`src/rtl/inst_mem_loader_pkg.sv`:
```
// Shared types and constants for the instruction-memory boot loader.
package inst_mem_loader_pkg;

  typedef enum logic [2:0] {
    ST_IDLE,
    ST_LEN0,
    ST_LEN1,
    ST_DATA,
    ST_CHK,
    ST_DONE,
    ST_ERR
  } state_e;

  localparam int HDR_BYTES = 2;
  localparam int CSUM_W    = 8;

endpackage

```
`src/rtl/inst_mem_loader_if.sv`:
```
// Host byte stream plus instruction-memory byte write port.
interface inst_mem_loader_if;
  logic [7:0]  in_data;
  logic        in_valid;
  logic        in_ready;
  logic        mem_we;
  logic [63:0] mem_addr;
  logic [7:0]  mem_wdata;

  modport master (
    output in_data, in_valid,
    input  in_ready, mem_we, mem_addr, mem_wdata
  );

  modport slave (
    input  in_data, in_valid,
    output in_ready, mem_we, mem_addr, mem_wdata
  );
endinterface

```
`src/rtl/inst_mem_loader.sv`:
```
// Boot loader: parses a length-prefixed byte frame, writes the payload into
// instruction memory and releases the core only after a clean XOR checksum.
module inst_mem_loader
  import inst_mem_loader_pkg::*;
#(
  parameter int unsigned MEM_BYTES = 256,
  parameter logic [63:0] BASE_ADDR = 64'd0
) (
  input  logic                    clk,
  input  logic                    reset,
  input  logic                    start,
  inst_mem_loader_if.slave        bus,
  output logic                    busy,
  output logic                    done,
  output logic                    err,
  output logic                    core_hold
);

  state_e            state_q, state_d;
  logic [15:0]       count_q, count_d;
  logic [17:0]       idx_q, idx_d;
  logic [CSUM_W-1:0] csum_q, csum_d;
  logic              we_q, we_d;
  logic [63:0]       addr_q, addr_d;
  logic [7:0]        wdata_q, wdata_d;

  logic              ready;
  logic              accept;
  logic [15:0]       hdr_n;
  logic [17:0]       frame_bytes;
  logic [17:0]       payload_bytes;
  logic [64:0]       frame_end;
  logic              overflow;
  logic              last_byte;

  // Ready comes from the registered state only, never from in_valid.
  assign ready  = (state_q == ST_LEN0) || (state_q == ST_LEN1) ||
                  (state_q == ST_DATA) || (state_q == ST_CHK);
  assign accept = bus.in_valid && ready;

  // 65-bit compare so a large BASE_ADDR cannot wrap past the limit check.
  assign hdr_n         = {bus.in_data, count_q[7:0]};
  assign frame_bytes   = {hdr_n, 2'b00};
  assign frame_end     = {1'b0, BASE_ADDR} + {47'd0, frame_bytes};
  assign overflow      = frame_end > 65'(MEM_BYTES);
  assign payload_bytes = {count_q, 2'b00};
  assign last_byte     = (idx_q + 18'd1) == payload_bytes;

  always_comb begin
    state_d = state_q;
    count_d = count_q;
    idx_d   = idx_q;
    csum_d  = csum_q;
    we_d    = 1'b0;
    addr_d  = addr_q;
    wdata_d = wdata_q;

    case (state_q)
      ST_IDLE, ST_DONE, ST_ERR: begin
        if (start) begin
          state_d = ST_LEN0;
          idx_d   = '0;
          csum_d  = '0;
        end
      end
      ST_LEN0: begin
        if (accept) begin
          count_d = {8'd0, bus.in_data};
          state_d = ST_LEN1;
        end
      end
      ST_LEN1: begin
        if (accept) begin
          count_d = hdr_n;
          if (overflow)
            state_d = ST_ERR;
          else if (hdr_n == 16'd0)
            state_d = ST_CHK;
          else
            state_d = ST_DATA;
        end
      end
      ST_DATA: begin
        if (accept) begin
          we_d    = 1'b1;
          addr_d  = BASE_ADDR + {46'd0, idx_q};
          wdata_d = bus.in_data;
          csum_d  = csum_q ^ bus.in_data;
          idx_d   = idx_q + 18'd1;
          if (last_byte)
            state_d = ST_CHK;
        end
      end
      ST_CHK: begin
        if (accept)
          state_d = (bus.in_data == csum_q) ? ST_DONE : ST_ERR;
      end
      default: state_d = ST_IDLE;
    endcase
  end

  always_ff @(posedge clk or posedge reset) begin
    if (reset) begin
      state_q <= ST_IDLE;
      count_q <= '0;
      idx_q   <= '0;
      csum_q  <= '0;
      we_q    <= 1'b0;
      addr_q  <= '0;
      wdata_q <= '0;
    end else begin
      state_q <= state_d;
      count_q <= count_d;
      idx_q   <= idx_d;
      csum_q  <= csum_d;
      we_q    <= we_d;
      addr_q  <= addr_d;
      wdata_q <= wdata_d;
    end
  end

  assign bus.in_ready  = ready;
  assign bus.mem_we    = we_q;
  assign bus.mem_addr  = addr_q;
  assign bus.mem_wdata = wdata_q;

  assign busy      = ready;
  assign done      = (state_q == ST_DONE);
  assign err       = (state_q == ST_ERR);
  assign core_hold = (state_q != ST_DONE);

endmodule

```
`src/flat_wrapper.sv`:
```
// flat-port wrapper written by rule: the top's interface ports become plain ports
module inst_mem_loader_flat import inst_mem_loader_pkg::*;
#(
  parameter int unsigned MEM_BYTES = 256,
  parameter logic [63:0] BASE_ADDR = 64'd0
)
  (clk, reset, start, busy, done, err, core_hold, bus_in_data, bus_in_valid, bus_in_ready, bus_mem_we, bus_mem_addr, bus_mem_wdata);
  inst_mem_loader_if bus_i ();
  input  logic clk;
  input  logic reset;
  input  logic start;
  output logic busy;
  output logic done;
  output logic err;
  output logic core_hold;
  input wire logic [$bits(bus_i.in_data)-1:0] bus_in_data;
  input wire logic [$bits(bus_i.in_valid)-1:0] bus_in_valid;
  output wire logic [$bits(bus_i.in_ready)-1:0] bus_in_ready;
  output wire logic [$bits(bus_i.mem_we)-1:0] bus_mem_we;
  output wire logic [$bits(bus_i.mem_addr)-1:0] bus_mem_addr;
  output wire logic [$bits(bus_i.mem_wdata)-1:0] bus_mem_wdata;
  assign bus_i.in_data = bus_in_data;
  assign bus_i.in_valid = bus_in_valid;
  assign bus_in_ready = bus_i.in_ready;
  assign bus_mem_we = bus_i.mem_we;
  assign bus_mem_addr = bus_i.mem_addr;
  assign bus_mem_wdata = bus_i.mem_wdata;
  inst_mem_loader #(.MEM_BYTES(MEM_BYTES), .BASE_ADDR(BASE_ADDR)) u_core (.clk(clk), .reset(reset), .start(start), .bus(bus_i), .busy(busy), .done(done), .err(err), .core_hold(core_hold));
endmodule
```
`config.mk`:
```
export PLATFORM = sky130hd
export DESIGN_NAME = inst_mem_loader_flat
export DESIGN_NICKNAME = d
export VERILOG_FILES = /design/src/rtl/inst_mem_loader_pkg.sv /design/src/rtl/inst_mem_loader_if.sv /design/src/rtl/inst_mem_loader.sv /design/src/flat_wrapper.sv
export SDC_FILE = /design/constraint.sdc
export NUM_CORES = 1
export LEC_CHECK = 0
export CORE_MARGIN = 1.5
export CORE_UTILIZATION = 50
export DETAILED_ROUTE_END_ITERATION = 7
export DONT_BUFFER_PORTS = 1
export HOLD_SLACK_MARGIN = 0.03
export PLACE_DENSITY = 0.7
export REMOVE_ABC_BUFFERS = 1
export SLEW_MARGIN = 20
export SYNTH_ARGS = -nofsm -noshare
export SYNTH_HDL_FRONTEND = slang
export SYNTH_SLANG_ARGS = --single-unit
```
`constraint.sdc`:
```
create_clock -name clk -period 7.2 [get_ports clk]
set_input_delay 1.44 -clock clk [delete_from_list [all_inputs] [get_ports clk]]
set_output_delay 1.44 -clock clk [all_outputs]
set_load 0.01 [all_outputs]
```
# --- After elaboration in Yosys (flattened, before gate mapping) ---
# Cells that the tools add are included.
word_totals:
  regBits: 72
  latch_bits: 0
  n_memories: 0
  ram_bits: 0
  in_bits: 12
  wordCells: 62
  rom_bits: 0
  output_inout_bits: 78
classes:
  n_mul: 0
  mux: 21
  n_bitwise: 2
  addsub: 1
  magnitude_cmp: 1
  eq_ne: 15
  n_div: 0
  shifts: 0
  n_reduce_logical: 14
op_table:
  columns: ["op", "count"]
  rows:
  - ["18-bit 2-to-1 mux", 2]
  - ["18-bit case mux with 2 select lines", 1]
  - ["16-bit 2-to-1 mux", 2]
  - ["16-bit case mux with 2 select lines", 1]
  - ["3-bit 2-to-1 mux", 8]
  - ["18-bit by 1-bit adder with 18-bit output, second input constant", 1]
  - ["18-bit == test", 1]
  - ["18-bit by 9-bit greater-than comparator with 1-bit output, second input constant", 1]
  - ["16-bit logical NOT", 1]
  - ["8-bit 2-to-1 mux", 2]
  - ["8-bit case mux with 2 select lines", 1]
  - ["3-bit case mux with 5 select lines", 1]
  - ["2-bit by 1-bit != test with 1-bit output, second input constant", 5]
  - ["3-bit == test, second input constant", 3]
  - ["3-bit AND reduction", 3]
  - ["8-bit == test", 1]
  - ["8-bit XOR", 1]
  - ["3-bit by 2-bit == test with 1-bit output, second input constant", 2]
  - ["6-bit AND reduction", 1]
  - ["2-bit nonzero test", 2]
  - ["3-bit by 1-bit == test with 1-bit output, second input constant", 1]
  - ["3-bit logical NOT", 1]
  - ["1-bit logical OR", 3]
  - ["3-bit != test, second input constant", 1]
  - ["7 further kinds", 8]

# --- Depth between registers and ports, before layout ---
# Gate-level depths: netlist of run 1.
logic_depth:
  ltp_word: 7
  depth_mapped: 7
  depth_no_buf: 7

# --- Worst setup path after synthesis of run 1 ---
# OpenSTA, ideal clock, no wires.
synth_path:
  kind: "input -> register"
  start: "in bus_in_valid"
  end: "reg u_core.count_q[0]"
  t_arrival_ns: 2.663
  path_stages: 5
  setup_ns: 0.125
  path_buffers: 2
  slack_ns: 4.413
  required_ns: 7.075
  cell_sequence: "nor2b_1 clkbuf_1 and3_1 clkbuf_1 mux2_2"
synth_via:
  elab_chain_cells: 2
synth_rtl:
  columns: ["item", "line", "source"]
  rows:
  - ["from (decl)", "flat_wrapper.sv:17", "input wire logic [$bits(bus_i.in_valid)-1:0] bus_in_valid;"]
  - ["1-bit logical AND", "inst_mem_loader.sv:39", "assign accept = bus.in_valid && ready;"]
  - ["3-bit AND reduction (no source line)", null, null]
  - ["to (signal assigned)", "inst_mem_loader.sv:113", "count_q <= count_d;"]
  - ["to (decl)", "inst_mem_loader.sv:20", "logic [15:0] count_q, count_d;"]
# No other way between the ends.
# A chain may end at the register's enable or synchronous reset.

# --- Worst setup path in the final report of run 1 ---
layout_path:
  start: "reg u_core.state_q[1]"
  end: "out busy"
layout_via:
  elab_chain_cells: 4
  word_cells_on_any_way: 7
  cone_classes: "4 x eq/ne; 3 x reduce/logical"
layout_rtl:
  columns: ["item", "line", "source"]
  rows:
  - ["from (decl)", "inst_mem_loader.sv:19", "state_e state_q, state_d;"]
  - ["from (signal assigned)", "inst_mem_loader.sv:112", "state_q <= state_d;"]
  - ["3-bit by 1-bit == test with 1-bit output / 3-bit by 2-bit == test with 1-bit output (equally long branches)", "inst_mem_loader.sv:37", "assign ready = (state_q == ST_LEN0) || (state_q == ST_LEN1) ||"]
  - ["1-bit logical OR (2 in series)", "inst_mem_loader.sv:37", null]
  - ["1-bit logical OR (*)", "inst_mem_loader.sv:38", "(state_q == ST_DATA) || (state_q == ST_CHK);"]
  - ["to (decl)", "flat_wrapper.sv:12", "output logic busy;"]
# Every way passes the cells marked *; elsewhere a longest branch is shown, timed or not.

==> results of run 1 <==
[cell families (layout without fill, tap and decap cells)]
group                      count (synthesis)  in the layout
other                                      1             46
DFF                                       72             72
adders and majority gates                  1              1
muxes                                     12             12
xor gates and xnor gates                  30             30
AOI/OAI and AO/OA                         96             96
buffers and inverters                     84             29
and+or+nand+nor                          203            203
[final cells by class]
cell class | instances | area [um2]
multi-input cells | 388 | 2150
well taps | 105 | 131
repair buffers | 5 | 37.5
clock buffers | 10 | 138
fillers | 772 | 3880
flip-flops and latches | 72 | 1800
clock inverters | 5 | 81.3
inverters | 9 | 33.8
[where the power goes]
part | switching (uW) | total [uW] | internal, uW
logic | 268 | 474 | 206
clock network | 151 | 353 | 203
registers | 141 | 648 | 507
[cells in the final DEF (no fill, tap or decap), types with 10 or more instances in the layout]
cell	count
a31oi_1	11
clkbuf_8	10
conb_1	46
dfrtp_1	72
nand2_1	108
nor2_1	32
nor2b_1	10
o21ai_0	53
xnor2_1	22
[synth_stat cells (3+ instances only)]
cell	instances	area share, %
nor2b_1	10	1.5
o22ai_1	3	0.44
inv_1	8	0.70
nand4_1	7	1.0
mux2_2	8	2.1
a21oi_1	8	0.93
xnor2_1	22	4.5
o211ai_1	3	0.53
and4_1	3	0.61
buf_2	6	0.70
buf_4	48	8.4
dfrtp_1	72	42
a31oi_1	11	1.6
nor3_1	7	0.82
clkbuf_1	18	1.6
nand2_1	108	9.5
nand3_1	9	1.1
nor4_1	5	0.73
mux2i_1	4	0.93
xor2_1	6	1.2
and3_1	3	0.44
nand2b_1	6	0.88
o21ai_0	53	6.2
o31ai_1	5	0.88
nor2_1	32	2.8
[registers in the layout, summed over array words and instances, names as in the netlist]
register	cells
u_core.csum_q	8
u_core.bus.mem_wdata	8
u_core.bus.mem_we	1
u_core.count_q	16
u_core.idx_q	18
u_core.bus.mem_addr	18
u_core.state_q	3
[path summary, 6_finish.rpt]
path                            depth (start not counted)                      end  slack [ns]              start
worst max-delay path                                    2                     busy        4.01  u_core.state_q[1]
worst min-delay path                                    1         u_core.csum_q[5]        0.51   u_core.csum_q[5]
worst max register to register                          8         u_core.idx_q[13]        4.37  u_core.state_q[1]
worst min register to register                          1         u_core.csum_q[5]        0.51   u_core.csum_q[5]
max in group asynchronous                               2   u_core.bus.mem_addr[6]        5.36              reset
min in group asynchronous                               2  u_core.bus.mem_wdata[2]        1.24              reset
[critical path, delay by kind of cell (launching register included)]
| family | cells | cell delay, ns |
|---|---|---|
| xor gates and xnor gates | 1 | 0.44 |
| DFF | 1 | 0.81 |
| and+or+nand+nor | 1 | 0.16 |
[layer usage]
metal	global-route usage, %	vias to the layer above	wire length [um]
li1	-	1581	-
met1	27.5	1536	3950
met3	6.30	10	581
met5	0	-	0
met2	33.3	124	4270
met4	6.25	0	104
[metrics by stage]
stage	setup WS (ns)	utilization, %	hold slack [ns]
after global placement	3.81	50.3	0.489
final	4.01	53.0	0.509
after floorplan	3.21	-	0.471
after global routing	3.82	53.0	0.526
after CTS	4.00	52.9	0.509
after detailed placement	3.73	50.3	0.495
==> results.md, run 1 <==
* Outcome: finished clean
* Yosys warns at 0
* Initial Utilization at 51.9%
* Core Footprint at 8260 um2
* Layout Cells excl Fill at 594
* FF+latch count, synth at 72
* Placed Cells at 578
* Worst slew margin relative to its limit at 39.3%
* Maximum vdd drop at 0.000187 V
* Number of synthesized flops with an enable pin at 0
* I/O Buffers at 0
* Initial antenna violation count at 0
* Worst Path Class, Setup: flop to output pin
* Distinct cell type count after synthesis at 53
* Pwr Total at 1470 uW
* Async SR Flop Fraction at 100%
* Setup TNS at 0 ns
* Residual DRC at 0
* Post-route ant nets at 0
* Critical Path RT at 5.76 ns
* CP startpoint kind: flop
* Adder and majority gate portion of the synthesized area at 0.292%
* Initial DRC count at 147
* Crit path DAT at 1.75 ns
* Slew @ Worst Pin at 0.910 ns
* Vias per Instance at 5.47
* Gr ovfl total at 0
* Most used DFF post-synth: dfrtp_1
* Power per cell area at 337 nW/um2
* Clock period minus worst slack at 3.19 ns
* WL final at 8900 um
* Post-CTS setup buffer count at 0
* CTS HTree Levels at 3
* RSZ-0062 raised after global routing: no
* Syn avg cell area at 8.59 um2
* Largest family of logic cells by synthesized area: simple AND/OR/NAND/NOR gates
* CP Capture Type: output pin
* Synth Area in Compound Gates at 13.2%
* Final clock skew at 0.00528 ns
* Clk sink count at 72
* Share of the clock period used by the worst path at 44.3%
* Num CTS Buffers at 9
* Post-cts resize count at 0
* Routability Congestion at 0.828
* Post-Synth Simple-Gate Area at 22.7%
* Leakage at 0.00203 uW
* Post-synthesis mux area share at 3.04%
* Total Die Area at 9140 um2
* DIE HEIGHT at 95.6 um
* Crit path largest cell delay at 0.81 ns
* Bufs on Longest Clock Path at 2
* Syn Inst Count at 499
* Vias at 3251
* P&R area growth vs syn at 2.13%
* Final setup fails at 0
* Fin. Hold Viols at 0
* Register area share after synthesis at 42.0%
* # Max-Cap Violations at 0
* DP Area at 4150 um2
* Overall global routing resource usage at 21.0%
* Post-CTS Hold Fix Bufs at 0
* First-pass GRT wire length at 14900 um
* Nets@finish at 498
* Worst-path clk slew at 0.08 ns
* Detailed Routing Iterations Pass 1 at 5
* Fin area at 4380 um2
* Post-Synth XOR/XNOR Area at 6.83%
* Crit path cell chain: nor2_1 > xnor2_1
* HPWL Detailed at 6110 um
* Avg WL per Cell at 15.0 um
* Clk_lat worst skew at 0.34 ns
* Ports at 90
* Pin count of the biggest net entering global routing at 73
* Worst Path Max Fanout at 26
* Die width at 95.6 um
* Share of cells above drive strength 1 at 7.57%
* Maximum clock rate at 0.313 GHz
* Synth Cell Area at 4290 um2
* Root buffer cell: clkbuf_8
* Vias in the first global route at 3034
* CP max stage cell: dfrtp_1
* Slew Limit Fails at 0
* HP Class: flop to flop
* Row cnt at 33
* CTS tree: built
* Inserted Diodes at 0
Power figures use the tool's default switching activity.
==> run 2, diff against run 1 <==
==> constraint.sdc (replaced) <==
create_clock -name clk -period 3 [get_ports clk]
set_input_delay 0.6 -clock clk [delete_from_list [all_inputs] [get_ports clk]]
set_output_delay 0.6 -clock clk [all_outputs]
set_load 0.01 [all_outputs]
==> run 2 against run 1 <==
Global-route usage increased by 0.88 points. Routed wire length rose by 3.9%. Critical path depth increased by 5. Die area unchanged. Register-to-register slack got worse by 3.8 ns. Hold slack worse by 0.25 ns. Combinational power grew to 2.5 times the previous value. Largest cell class unchanged.
==> results.md, run 2 (synthesis gave the netlist of run 1 again) <==
* Outcome: finished clean
* Final setup fails at 0
* Row cnt at 33
* Critical Path RT at 3.24 ns
* Post-CTS Hold Fix Bufs at 0
* Core Footprint at 8260 um2
* Wire length on met3 at 724 um
* Ports at 90
* Initial Utilization at 51.9%
* Fin. Hold Viols at 0
* P&R area growth vs syn at 2.39%
* Total Die Area at 9140 um2
* Post-CTS setup buffer count at 0
* Vias in the first global route at 3124
* Residual DRC at 0
* Root buffer cell: clkbuf_8
* Pin count of the biggest net entering global routing at 49
* CP Capture Type: flop
* Hold Slack at 0.263 ns
* Vias at 3313
* Post-cts resize count at 0
* Maximum clock rate at 0.409 GHz
* HP Class: input pin to asynchronous set/reset pin
* Final core utilization at 53.2%
* CP startpoint kind: flop
* Overall global routing resource usage at 21.9%
* Share of cells above drive strength 1 at 7.33%
* Share of the clock period used by the worst path at 81.6%
* Worst Path Max Fanout at 6
* Slew Limit Fails at 0
* Gr ovfl total at 0
* Bufs on Longest Clock Path at 2
* Final clock skew at 0.00538 ns
* Crit path DAT at 2.69 ns
* Clock period minus worst slack at 2.45 ns
* Final worst slack at 0.553 ns
* Initial antenna violation count at 0
* Commonest non-fill, non-tap cell in the layout: nand2_1
* Maximum vdd drop at 0.000546 V
* Worst-path clk slew at 0.07 ns
* Wl on met1 at 4080 um
* First-pass GRT wire length at 15200 um
* HPWL Detailed at 6250 um
* Vias per Instance at 5.56
* DP Worst Slack at 0.565 ns
* Worst slew margin relative to its limit at 49.2%
* Die width at 95.6 um
* RSZ-0062 raised after global routing: no
* CTS HTree Levels at 3
* Inserted Diodes at 0
* Clk_lat worst skew at 0.35 ns
* Commonest cells after routing, fill and taps aside: nand2_1, dfrtp_1, o21ai_0
* Routability Congestion at 0.921
* CTS tree: built
* Highest Signal Layer: met4
* Slew @ Worst Pin at 0.761 ns
* Clk sink count at 72
* Leakage at 0.00203 uW
* Power per cell area at 811 nW/um2
* Worst Path Class, Setup: flop to flop
* # Max-Cap Violations at 0
* Num CTS Buffers at 9
* Detailed Routing Iterations Pass 1 at 5
* Avg WL per Cell at 15.5 um
* DIE HEIGHT at 95.6 um
* Initial DRC count at 221
* Nets@finish at 500
* WL final at 9250 um
* Post-route ant nets at 0
* DR WL met2 at 4320 um
* Pwr Total at 3560 uW
* I/O Buffers at 0
run 2: changes by cell type in the layout (fill, tap and decap cells not counted), sizes merged:
cell / before / now
buf: 5 / 7
clkbuf: 10 / 12
clkinv: 3 / 1
run 2: layer usage:
| layer | vias up | track usage, % |
|---|---|---|
| met2 | 150 | 34.0 |
| met5 | - | 0 |
| met3 | 13 | 6.22 |
| li1 | 1585 | - |
| met1 | 1565 | 28.8 |
| met4 | 0 | 8.21 |
run 2: final timing paths:
check	startpoint	to	slack (ns)	cells past startpoint
worst max-delay path	u_core.idx_q[0]	u_core.state_q[1]	0.55	7
worst min-delay path	reset	u_core.bus.mem_wdata[0]	0.26	1
worst max register to register	u_core.idx_q[0]	u_core.state_q[1]	0.55	7
worst min register to register	u_core.csum_q[0]	u_core.csum_q[0]	0.51	1
max in group asynchronous	reset	u_core.idx_q[15]	2.07	2
min in group clk	bus_in_data[7]	u_core.bus.mem_wdata[7]	0.37	2
run 2: critical path, cell delays in order, from the launching register on:
cell and delay [ns]:
dfrtp_1 0.43, ha_1 0.28, nand4_2 0.21, nor3_1 0.48, mux2i_1 0.14, nor4_1 0.35, nand4_1 0.15, a211o_1 0.30
run 2: per-stage QoR:
| stage | instances | cell area, um2 | TNS (ns) |
|---|---|---|---|
| final | 596 | 4390 | 0 |
| after CTS | 596 | 4390 | 0 |
| after global placement | 581 | 4190 | 0 |
| after detailed placement | 581 | 4190 | 0 |
| after global routing | 596 | 4390 | 0 |
| after floorplan | 469 | 3990 | -6.71 |
run 2: cell type report:
type,count,area [um2]
fill,762,3870
multi-input combinational,388,2150
sequential,72,1800
clock buffer,12,135
tap,105,131
clock inverter,3,67.6
timing repair buffer,7,65.1
inverter,9,33.8
run 2: power by group:
part	leakage, uW	internal (uW)	switching [uW]
Combinational	0.000979	507	681
Sequential	0.000953	1220	335
Clock	0.0000967	465	354
==> run 3, diff against run 2 <==
--- a/config.mk
+++ b/config.mk
@@ -10,7 +10,7 @@
 export DETAILED_ROUTE_END_ITERATION = 7
 export DONT_BUFFER_PORTS = 1
 export HOLD_SLACK_MARGIN = 0.03
-export PLACE_DENSITY = 0.7
+export PLACE_DENSITY = 0.73
 export REMOVE_ABC_BUFFERS = 1
 export SLEW_MARGIN = 20
 export SYNTH_ARGS = -nofsm -noshare
==> constraint.sdc (replaced) <==
create_clock -name clk -period 2.1 [get_ports clk]
set_input_delay 0.42 -clock clk [delete_from_list [all_inputs] [get_ports clk]]
set_output_delay 0.42 -clock clk [all_outputs]
set_load 0.01 [all_outputs]
==> run 3 against run 2 <==
Cell area increased by 8.9%. Non-clock buffer count up 45. Clock power grew 20%. Critical endpoint is now u_core.state_q[2].
==> results.md, run 3 (synthesis gave the netlist of run 1 again) <==
* Outcome: finished clean
* Commonest non-fill, non-tap cell in the layout: nand2_1
* Hold Slack at 0.0506 ns
* Bufs on Longest Clock Path at 2
* Slew Limit Fails at 0
* CTS HTree Levels at 3
* Crit Reg-Reg Endpoint: u_core.state_q[2]
* Worst-path clk slew at 0.07 ns
* Total Die Area at 9140 um2
* Final worst slack at 0.00388 ns
* Vias per Instance at 5.39
* Initial antenna violation count at 0
* Num CTS Buffers at 9
* Crit path DAT at 2.34 ns
* Ports at 90
* Setup TNS at 0 ns
* Placed Cells at 620
* Final core utilization at 57.9%
* Worst Setup SP: u_core.idx_q[7]
* Row cnt at 33
* Overall global routing resource usage at 22.7%
* HP Class: input pin to asynchronous set/reset pin
* Initial DRC count at 158
* Core Footprint at 8260 um2
* Worst Path Class, Setup: flop to flop
* Initial Utilization at 51.9%
* Pin count of the biggest net entering global routing at 38
* Residual DRC at 0
* Post-route ant nets at 0
* WL final at 9770 um
* Power per cell area at 1060 nW/um2
* Gr ovfl total at 0
* RSZ-0062 raised after global routing: yes
* Maximum clock rate at 0.477 GHz
* CP startpoint kind: flop
* Root buffer cell: clkbuf_8
* CP Capture Type: flop
* Share of cells above drive strength 1 at 18.5%
* RR Startpoint: u_core.idx_q[7]
* Reg2reg path depth at 8
* Maximum vdd drop at 0.000626 V
* Post-CTS Hold Fix Bufs at 0
* Vias in the first global route at 3382
* # Max-Cap Violations at 0
* DIE HEIGHT at 95.6 um
* Final setup fails at 0
* CTS tree: built
* Detailed Routing Iterations Pass 1 at 5
* Nets@finish at 545
* Worst Path Max Fanout at 6
* I/O Buffers at 0
* Clk_lat worst skew at 0.35 ns
* Clk sink count at 72
* Leakage at 0.00227 uW
* Vias at 3457
* Flop-to-flop setup slack at 0.004 ns
* Layout Cells excl Fill at 641
* Avg WL per Cell at 15.2 um
* Fin. Hold Viols at 0
* Routability Congestion at 0.934
* P&R area growth vs syn at 11.5%
* Commonest cells after routing, fill and taps aside: nand2_1, dfrtp_1, o21ai_0
* First-pass GRT wire length at 15900 um
* HPWL Detailed at 6870 um
* Final clock skew at 0.00772 ns
* Inserted Diodes at 0
* Share of the clock period used by the worst path at 99.8%
* DP Worst Slack at -0.104 ns
* Die width at 95.6 um
* Critical Path RT at 2.34 ns
* Clock period minus worst slack at 2.10 ns
## run 3: cell types whose count changed in the layout (fill, tap and decap cells not counted), moves of 3 or more
| cell | previous run | this run |
|---|---|---|
| dfrtp_1 | 72 | 67 |
| buf_4 | 6 | 52 |
| dfrtp_2 | 0 | 5 |
| nor4_1 | 5 | 1 |
| nor4_2 | 2 | 5 |
## run 3: what timing repair did
action,CTS,global route
setup endpoints to repair,4,5
cloned,0,0
buffers inserted,0,6
resized for setup,7,13
pin swaps,1,4
## run 3: power by group
part / internal (uW) / leakage, uW / switching, uW
clock: 483 / 0.0000882 / 502
sequential: 1750 / 0.000947 / 458
combinational: 832 / 0.00123 / 1040
## run 3: area by class of cell
class | count | area (um2)
inverter | 9 | 33.8
timing repair buffer | 52 | 390
tap | 105 | 131
sequential | 72 | 1810
fill | 717 | 3480
clock buffer | 12 | 155
multi-input combinational | 388 | 2240
clock inverter | 3 | 17.5
## run 3: how the worst max path moves through the flow
stage                                   end  slack (ns)  cells past startpoint
after global placement    u_core.state_q[2]      -0.008                      7
after floorplan             u_core.idx_q[3]       -1.21                      7
after CTS                 u_core.state_q[2]       -0.01                      7
final                     u_core.state_q[2]       0.004                      8
after global routing      u_core.state_q[2]       -0.05                      7
after detailed placement  u_core.state_q[2]       -0.10                      7
## run 3: stage by stage
| step | total power [uW] | cell area, um2 |
|---|---|---|
| floorplan | 3410 | 3990 |
| global placement | 3950 | 4470 |
| detailed placement | 4010 | 4470 |
| CTS | 5050 | 4680 |
| global route | 5440 | 4780 |
| finish | 5060 | 4780 |
## run 3: critical path, stage by stage, from the launching register on
cell and delay (ns):
dfrtp_1 0.41, buf_4 0.14, buf_4 0.15, xor2_1 0.17, and3_1 0.20, o211ai_1 0.25, nor4_2 0.09, and4_1 0.23
a221o_1 0.35
## run 3: metal layers
| layer | part of all wire (%) | GRT usage, % | wire length, um | vias up |
|---|---|---|---|---|
| met4 | 2.1 | 8.46 | 204 | 0 |
| met1 | 43 | 29.2 | 4200 | 1630 |
| li1 | - | - | - | 1666 |
| met3 | 6.8 | 5.98 | 664 | 25 |
| met5 | 0 | 0 | 0 | - |
| met2 | 48 | 36.5 | 4710 | 136 |
